`config.mk`:
```
export PLATFORM = sky130hd
export DESIGN_NAME = fetch_unit
export DESIGN_NICKNAME = d
export VERILOG_FILES = /design/src/rtl/cpu_pkg.sv /design/src/rtl/pc_counter.sv /design/src/rtl/fetch_unit.sv
export SDC_FILE = /design/constraint.sdc
export NUM_CORES = 1
export LEC_CHECK = 0
export ABC_AREA = 1
export BUFFER_PORTS_ARGS = -buffer_cell sky130_fd_sc_hd__buf_4
export CAP_MARGIN = 20
export CELL_PAD_IN_SITES_DETAIL_PLACEMENT = 0
export CELL_PAD_IN_SITES_GLOBAL_PLACEMENT = 1
export CORE_MARGIN = 1
export CORE_UTILIZATION = 30
export DETAILED_ROUTE_END_ITERATION = 10
export PLACE_DENSITY = 0.68
export SYNTH_ARGS = -nofsm -noshare
export SYNTH_HDL_FRONTEND = slang
export SYNTH_SLANG_ARGS = --single-unit
```
`constraint.sdc`:
```
create_clock -name clk -period 1.3 [get_ports clk]
set_input_delay 0.13 -clock clk [delete_from_list [all_inputs] [get_ports clk]]
set_output_delay 0.13 -clock clk [all_outputs]
set_load 0.05 [all_outputs]
```
`src/rtl/cpu_pkg.sv`:
```
// Shared types and default widths for the accumulator CPU.
package cpu_pkg;

    localparam int CPU_ADDR_W = 5;
    localparam int CPU_OPC_W  = 3;

    // Encodings fixed by the controller's decode table.
    typedef enum logic [2:0] {
        HLT = 3'd0,
        LDA = 3'd5,
        STO = 3'd6,
        JMP = 3'd7
    } opcode_e;

    typedef enum logic [1:0] {
        IDLE,
        WAIT,
        ERR
    } fetch_state_e;

endpackage

```
`src/rtl/pc_counter.sv`:
```
// Program counter: load beats increment, hold freezes both, wraps modulo 2^ADDR_W.
module pc_counter
    import cpu_pkg::*;
#(
    parameter int ADDR_W = CPU_ADDR_W
) (
    input  logic              clk,
    input  logic              rst,
    input  logic              en,
    input  logic              load,
    input  logic              hold,
    input  logic [ADDR_W-1:0] load_val,
    output logic [ADDR_W-1:0] pc
);

    logic [ADDR_W-1:0] pc_reg;

    always_ff @(posedge clk or posedge rst) begin
        if (rst) begin
            pc_reg <= '0;
        end else if (!hold) begin
            if (load) begin
                pc_reg <= load_val;
            end else if (en) begin
                pc_reg <= pc_reg + 1'b1;
            end
        end
    end

    assign pc = pc_reg;

endmodule

```
`src/rtl/fetch_unit.sv`:
```
// Instruction fetch stage: ready/valid fetch FSM, IR, timeout watchdog and PC.
module fetch_unit
    import cpu_pkg::*;
#(
    parameter int ADDR_W  = CPU_ADDR_W,
    parameter int OPC_W   = CPU_OPC_W,
    parameter int DATA_W  = ADDR_W + OPC_W,
    parameter int TIMEOUT = 16
) (
    input  logic              clk,
    input  logic              rst,
    input  logic              mem_ins_en,
    input  logic              pc_en,
    input  logic              pc_load,
    input  logic              halt,
    output logic              imem_req,
    output logic [ADDR_W-1:0] imem_addr,
    input  logic              imem_ready,
    input  logic [DATA_W-1:0] imem_rdata,
    output logic [OPC_W-1:0]  opcode,
    output logic [ADDR_W-1:0] operand,
    output logic [ADDR_W-1:0] pc,
    output logic              ir_valid,
    output logic              fetch_busy,
    output logic              fetch_err
);

    fetch_state_e      state_reg, state_next;
    logic [DATA_W-1:0] ir_reg;
    logic              ir_valid_reg;
    logic [ADDR_W-1:0] addr_reg;
    logic [7:0]        wait_cnt_reg;
    logic              halted_reg;
    logic              start;
    logic              accept;

    always_comb begin
        state_next = state_reg;
        start      = 1'b0;
        accept     = 1'b0;
        case (state_reg)
            IDLE: begin
                if (mem_ins_en && !halted_reg) begin
                    start      = 1'b1;
                    state_next = WAIT;
                end
            end
            WAIT: begin
                // Data arriving on the last allowed cycle still wins over the timeout.
                if (imem_ready) begin
                    accept     = 1'b1;
                    state_next = IDLE;
                end else if (wait_cnt_reg == 8'(TIMEOUT - 1)) begin
                    state_next = ERR;
                end
            end
            ERR:     state_next = ERR;
            default: state_next = IDLE;
        endcase
    end

    always_ff @(posedge clk or posedge rst) begin
        if (rst) begin
            state_reg <= IDLE;
        end else begin
            state_reg <= state_next;
        end
    end

    always_ff @(posedge clk or posedge rst) begin
        if (rst) begin
            ir_reg       <= '0;
            ir_valid_reg <= 1'b0;
            addr_reg     <= '0;
            wait_cnt_reg <= '0;
            halted_reg   <= 1'b0;
        end else begin
            halted_reg <= halted_reg | halt;
            if (start) begin
                addr_reg     <= pc;
                ir_valid_reg <= 1'b0;
                wait_cnt_reg <= '0;
            end else if (state_reg == WAIT && !imem_ready) begin
                wait_cnt_reg <= wait_cnt_reg + 1'b1;
            end
            if (accept) begin
                ir_reg       <= imem_rdata;
                ir_valid_reg <= 1'b1;
            end
        end
    end

    pc_counter #(
        .ADDR_W(ADDR_W)
    ) u_pc (
        .clk      (clk),
        .rst      (rst),
        .en       (pc_en),
        .load     (pc_load),
        .hold     (halted_reg),
        .load_val (operand),
        .pc       (pc)
    );

    assign opcode     = ir_reg[DATA_W-1 -: OPC_W];
    assign operand    = ir_reg[ADDR_W-1:0];
    assign imem_addr  = addr_reg;
    assign ir_valid   = ir_valid_reg;
    assign imem_req   = (state_reg == WAIT);
    assign fetch_busy = (state_reg == WAIT);
    assign fetch_err  = (state_reg == ERR);

endmodule
```
==> flow_summary.yaml, run 1 <==
outcome:
  outcome: "completed"
finish:
  fillers: 519
  regArea_sq_um: 754.5
  antennaDiodeCount: 0
  area_growth_pct: 31.90
  drive_gt1_share_pct: 28.19
  utilization_pct: 41.24
  final_cells: 294
  nets: 243
  fin_area_sq_mm: 0.001961
  multiInputGateArea_sq_um: 610.6
logic_synthesis:
  async_flop_share_pct: 100.0
  syn_avg_cell_area_sq_um: 8.212
  synth_ff_type: "dfrtp_1"
  yosys_warnings: 0
  synth_edf_count: 0
  ys_seq_area_share_pct: 50.51
  synth_top_area_cell: "dfrtp_1"
  yosys_register_bits: 30
  synth_top_cell_area_share_pct: 50.51
  synth_cell_types: 24
  synth_area_leaders: "dfrtp_1 51%, nand2_1 14%, nand3_1 6.1%"
  syn_nets: 198
  synthCells: 181
  synth_area_sq_mm: 0.001486
cts:
  clock_latency_ps: 280
  clkSlewWorstSetupHoldPaths_ps: 70
  clock-sinks: 30
  clk_path_buf_depth: 2
  ctsHtreeMaxLevel: 2
  clockRootBuffer: "clkbuf_8"
  cts_tree: "yes"
  numCtsBuffers: 5
timing:
  hold_viol: 0
  worst_slew_pin_slew_ps: 251.2
  slew_headroom_pct: 83.19
  fin_skew_ps: 6.684
  drv_slew: 0
  rsz0062_at_grt: "yes"
  min_period_ps: 1252
  fmaxAchievable_ghz: 0.7986
  setup_viol: 0
  min_period_over_period_pct: 96.32
  hold_slack_ps: 49.30
drt:
  wl_per_cell_um: 11.10
  drc: 0
  dr_total_vias: 1243
  drtPass1Iterations: 4
  routed_wl_mm: 3.264
  drt_iter0_markers: 85
  ant_nets: 0
  viasPerCell: 4.228
power:
  internal-power_w: 0.001475
  report.power.total_w: 0.002009
  pwr-share-clk_pct: 38.8
  power.leakage_nw: 1.106
  irDropWorstVdd_mv: 0.4532
  switching_share_pct: 26.59
  p_sw_w: 0.0005341
  power_density_mw_per_mm2: 1025
  p_comb_share_pct: 12.5
  p_seq_share_pct: 48.7
die:
  pin_count: 37
  start_util_pct: 31.26
  placementRows: 25
  dieHeight_um: 72.39
  die_w_um: 72.39
  core_area_sq_mm: 0.004755
  dieArea_sq_mm: 0.005240
setup_path:
  cp_data_arrival_time_ps: 1120
  worst-setup-path-type: "reg2out"
  max_stage_delay_ps: 420
  worstPathRequired_ps: 1170
  start_kind: "flip-flop"
  r2r_setup_slack_ps: 130
  end_kind: "output pin"
  critPathSlowestCell: "dfrtp_2"
  worst-path-max-fanout: 5
  cp_cell_sequence: "inv_1 > nor2_4 > buf_4"
global_route:
  antenna_found_initial: 0
  grt_pass1_wl_mm: 5.602
  grtUsageTotal_pct: 14.18
  gr-total-overflow: 0
  grt_start_max_net_pins: 31
  grt_pass1_vias: 1186
flow_run:
  cap_violations: 0
placement:
  dp_cells: 284
  hpwl_mm: 2.266
  numPortBuffers: 36
  placed_area_sq_mm: 0.001842
  gp_congestion: 0.7817
min_path:
  hp-class: "in2reg"
==> metal layers <==
metal	share of wire [%]	track usage, %
met2	42	20.35
met3	5.0	4.861
met1	51	19.39
met5	0	0
met4	1.7	5.882
==> power groups by stage <==
stage | Sequential [W] | Combinational (W) | Clock [W]
2_1_floorplan | 0.00107 | 0.0000720 | 0
5_1_grt | 0.000981 | 0.000276 | 0.000847
4_1_cts | 0.000978 | 0.000255 | 0.000811
3_5_place_dp | 0.000995 | 0.000253 | 0
6_report | 0.000978 | 0.000250 | 0.000780
3_3_place_gp | 0.000996 | 0.000253 | 0
==> through the flow <==
step | setup TNS (ps) | setup WS [ps]
global placement | 0 | 105.5
global route | -23.78 | -10.96
finish | 0 | 47.87
floorplan | -46.10 | -6.011
detailed placement | 0 | 69.14
CTS | 0 | 27.86
==> repair_timing <==
| item | CTS | global route |
|---|---|---|
| pin swaps | 1 | 0 |
| endpoints found under the hold margin | 30 | 0 |
| resized for setup | 1 | 3 |
| endpoints found under the setup margin | 2 | 7 |
| setup buffers | 1 | 0 |
| hold buffers | 1 | 0 |
==> synthesized netlist by cell type, drive strengths merged, types with 2 or more instances <==
cell,n
nand3,19
nand2,59
buf,3
dfrtp,30
a21oi,2
ha,2
nand4,2
o21ai,13
inv,23
nor2,21
==> critical path: cells and delay by family, from the launching register on <==
family | cells | cell delay, ps
DFF | 1 | 420
and+or+nand+nor | 1 | 120
buffers and inverters | 2 | 290
==> layout make-up <==
class / count / share of cell area, %
Clock buffer: 7 / 4.403
Clock inverter: 1 / 0.2553
Inverter: 23 / 4.403
Multi-Input combinational cell: 124 / 31.14
Sequential cell: 30 / 38.48
Tap cell: 67 / 4.276
Timing Repair Buffer: 42 / 17.04
==> placed cells by master, fill, tap and decap left out, types with 2 or more instances in the layout <==
cell type	instances
nand2_1	56
buf_4	39
dfrtp_1	27
inv_1	20
nor2_1	18
nand3_1	18
o21ai_0	12
clkbuf_8	6
inv_2	3
nor2_4	3
dfrtp_2	3
nand2_4	2
a21oi_1	2
nand4_1	2
ha_1	2
==> path summary, 6_finish.rpt <==
check / startpoint / endpoint / cells after the start
min in group asynchronous: rst / wait_cnt_reg[3] / 4
setup / recovery: state_reg[0] / fetch_busy / 3
setup reg to reg: state_reg[0] / wait_cnt_reg[0] / 4
max in group asynchronous: rst / u_pc.pc[1] / 4
hold / removal: halt / halted_reg / 2
hold reg to reg: ir_valid / ir_valid / 2
==> cells by family after synthesis <==
group,after synthesis,share of synthesized area (%)
AO/OA/AOI/OAI,18,6.651
adder cells (fa/ha/maj),2,1.683
buffers and inverters,27,8.755
flip-flops,30,50.51
AND/OR/NAND/NOR,104,32.41
Note: power is estimated with default switching activity, not from simulation.
==> inputs of run 2 (changes only) <==
--- a/config.mk
+++ b/config.mk
@@ -16,2 +16,3 @@
 export PLACE_DENSITY = 0.68
+export REMOVE_ABC_BUFFERS = 1
 export SYNTH_ARGS = -nofsm -noshare
==> constraint.sdc (replaced) <==
create_clock -name clk -period 1.3 [get_ports clk]
set_input_delay 0.195 -clock clk [delete_from_list [all_inputs] [get_ports clk]]
set_output_delay 0.195 -clock clk [all_outputs]
set_load 0.05 [all_outputs]
==> run 2 against run 1 <==
Compared with the run above:
- the run now ends with negative hold slack left
- utilization fell by 0.24 points
- register-to-register slack barely moved
- wire length fell by 2.3%
- final cell count did not move
- power fell by 5.1%
- sequential cell count did not move
- combinational power barely moved
- global-route usage fell by 0.43 points
- sequential power fell by 0.4%
- die area did not move
- first-iteration DRC count rose by 3.5%
==> flow_summary.yaml, run 2 (same netlist as run 1, synthesis figures left out) <==
cts:
  hold_buffers: 0
  cts_tree: "yes"
  numCtsBuffers: 5
  ctsHtreeMaxLevel: 2
  clkSlewWorstSetupHoldPaths_ps: 60
  clockRootBuffer: "clkbuf_8"
  clock_latency_ps: 280
  clock-sinks: 30
  clk_path_buf_depth: 2
timing:
  worst_slew_pin_slew_ps: 387.9
  slew_headroom_pct: 74.14
  drv_slew: 0
  hold_slack_ps: -3.085
  hold_viol: 3
  setup_viol: 0
  fin_skew_ps: 7.393
  rsz0062_at_grt: "yes"
  min_period_ps: 1262
  fmaxAchievable_ghz: 0.7926
  min_period_over_period_pct: 97.05
die:
  pin_count: 37
  core_area_sq_mm: 0.004755
  die_w_um: 72.39
  dieArea_sq_mm: 0.005240
  dieHeight_um: 72.39
  placementRows: 25
  start_util_pct: 31.26
drt:
  wl_per_cell_um: 10.85
  drc: 0
  drtPass1Iterations: 7
  routed_wl_mm: 3.190
  viasPerCell: 4.282
  dr_total_vias: 1259
  drt_iter0_markers: 88
  ant_nets: 0
placement:
  numPortBuffers: 36
  dp_cells: 285
  gp_congestion: 0.7605
  hpwl_mm: 2.320
finish:
  antennaDiodeCount: 0
  drive_gt1_share_pct: 27.75
  area_growth_pct: 31.14
  nets: 244
  final_cells: 294
  final_common_cell: "nand2_1"
  final_cell_mix: "56 x nand2_1, 40 x buf_4, 29 x dfrtp_1, 20 x inv_1, 18 x nand3_1"
power:
  p_comb_share_pct: 13.2
  p_sw_w: 0.0004937
  internal-power_w: 0.001413
  irDropWorstVdd_mv: 0.4918
  pwr-share-clk_pct: 35.7
  p_seq_share_pct: 51.1
  power.leakage_nw: 1.103
  switching_share_pct: 25.89
  power_density_mw_per_mm2: 978.2
setup_path:
  start_kind: "flip-flop"
  end_kind: "output pin"
  worst-setup-path-type: "reg2out"
  cp_data_arrival_time_ps: 1070
  worst-path-max-fanout: 3
  worstPathRequired_ps: 1110
global_route:
  grt_pass1_wl_mm: 5.437
  grt_pass1_vias: 1165
  antenna_found_initial: 0
  grtUsageTotal_pct: 13.75
  grt_start_max_net_pins: 31
  gr-total-overflow: 0
outcome:
  violations: "negative hold slack"
  outcome: "finished, violations left"
min_path:
  hp-class: "in2async"
flow_run:
  cap_violations: 0
[run 2: cell count changes in the layout (fill, tap and decap cells not counted)]
| cell | before | now |
|---|---|---|
| buf_4 | 39 | 40 |
| dlygate4sd3_1 | 1 | 0 |
| buf_6 | 1 | 2 |
| clkinv_2 | 1 | 0 |
| nor2_2 | 0 | 1 |
| clkbuf_1 | 1 | 2 |
| buf_12 | 1 | 0 |
| buf_8 | 0 | 1 |
| clkbuf_8 | 6 | 5 |
| dfrtp_2 | 3 | 1 |
| dfrtp_1 | 27 | 29 |
| nor2_1 | 18 | 17 |
[run 2: what timing repair did]
item | in CTS | in global routing
buffers inserted | 2 | 0
gates resized for setup | 5 | 3
pin swaps | 1 | 1
hold endpoints to repair | 0 | 0
setup endpoints to repair | 3 | 9
[run 2: worst max-delay path, stage by stage (launching register included)]
cell,delay [ps]
dfrtp_1,420
nor2_4,190
buf_6,180
[run 2: cell type report]
class	instances	area (sq um)
sequential	30	752.0
fill	542	2805
inverter	23	86.33
clock buffer	7	76.32
timing repair buffer	43	337.8
multi-input combinational	124	613.1
tap	67	83.83
[run 2: path summary, 6_finish.rpt]
path                            startpoint         endpoint  slack, ps  depth (start not counted)
max                           state_reg[1]         imem_req         40                          2
min                                    rst  wait_cnt_reg[5]         -3                          3
max reg2reg                wait_cnt_reg[0]     state_reg[0]        140                          6
min reg2reg                       ir_valid         ir_valid        470                          2
max in group asynchronous              rst     state_reg[0]        990                          3
min in group clk                      halt       halted_reg        110                          2
[run 2: power groups by stage]
stage / combinational [W] / clock [W] / sequential (W)
floorplan: 0.0000649 / 0 / 0.00107
global placement: 0.000254 / 0 / 0.000991
detailed placement: 0.000255 / 0 / 0.000991
CTS: 0.000256 / 0.000723 / 0.000974
global route: 0.000280 / 0.000756 / 0.000977
finish: 0.000252 / 0.000681 / 0.000974
[run 2: stage by stage]
step | power (W) | TNS [ps] | cell area, sq um | util [%] | setup WS, ps
2_1_floorplan | 0.001132 | -1778 | 1443 | - | -188.3
3_3_place_gp | 0.001245 | 0 | 1834 | 38.58 | 69.96
3_5_place_dp | 0.001246 | 0 | 1834 | 38.58 | 70.20
4_1_cts | 0.001953 | 0 | 1941 | 40.82 | 2.545
5_1_grt | 0.002013 | -7.157 | 1949 | 41.00 | -3.688
6_report | 0.001907 | 0 | 1949 | 41.00 | 38.34
[run 2: per-layer routing]
| layer | global-route usage [%] | wire, um | up-vias |
|---|---|---|---|
| li1 | - | - | 657 |
| met2 | 18.59 | 1289 | 35 |
| met1 | 19.51 | 1689 | 561 |
| met3 | 4.583 | 165 | 6 |
| met4 | 6.536 | 46 | 0 |
| met5 | 0 | 0 | - |
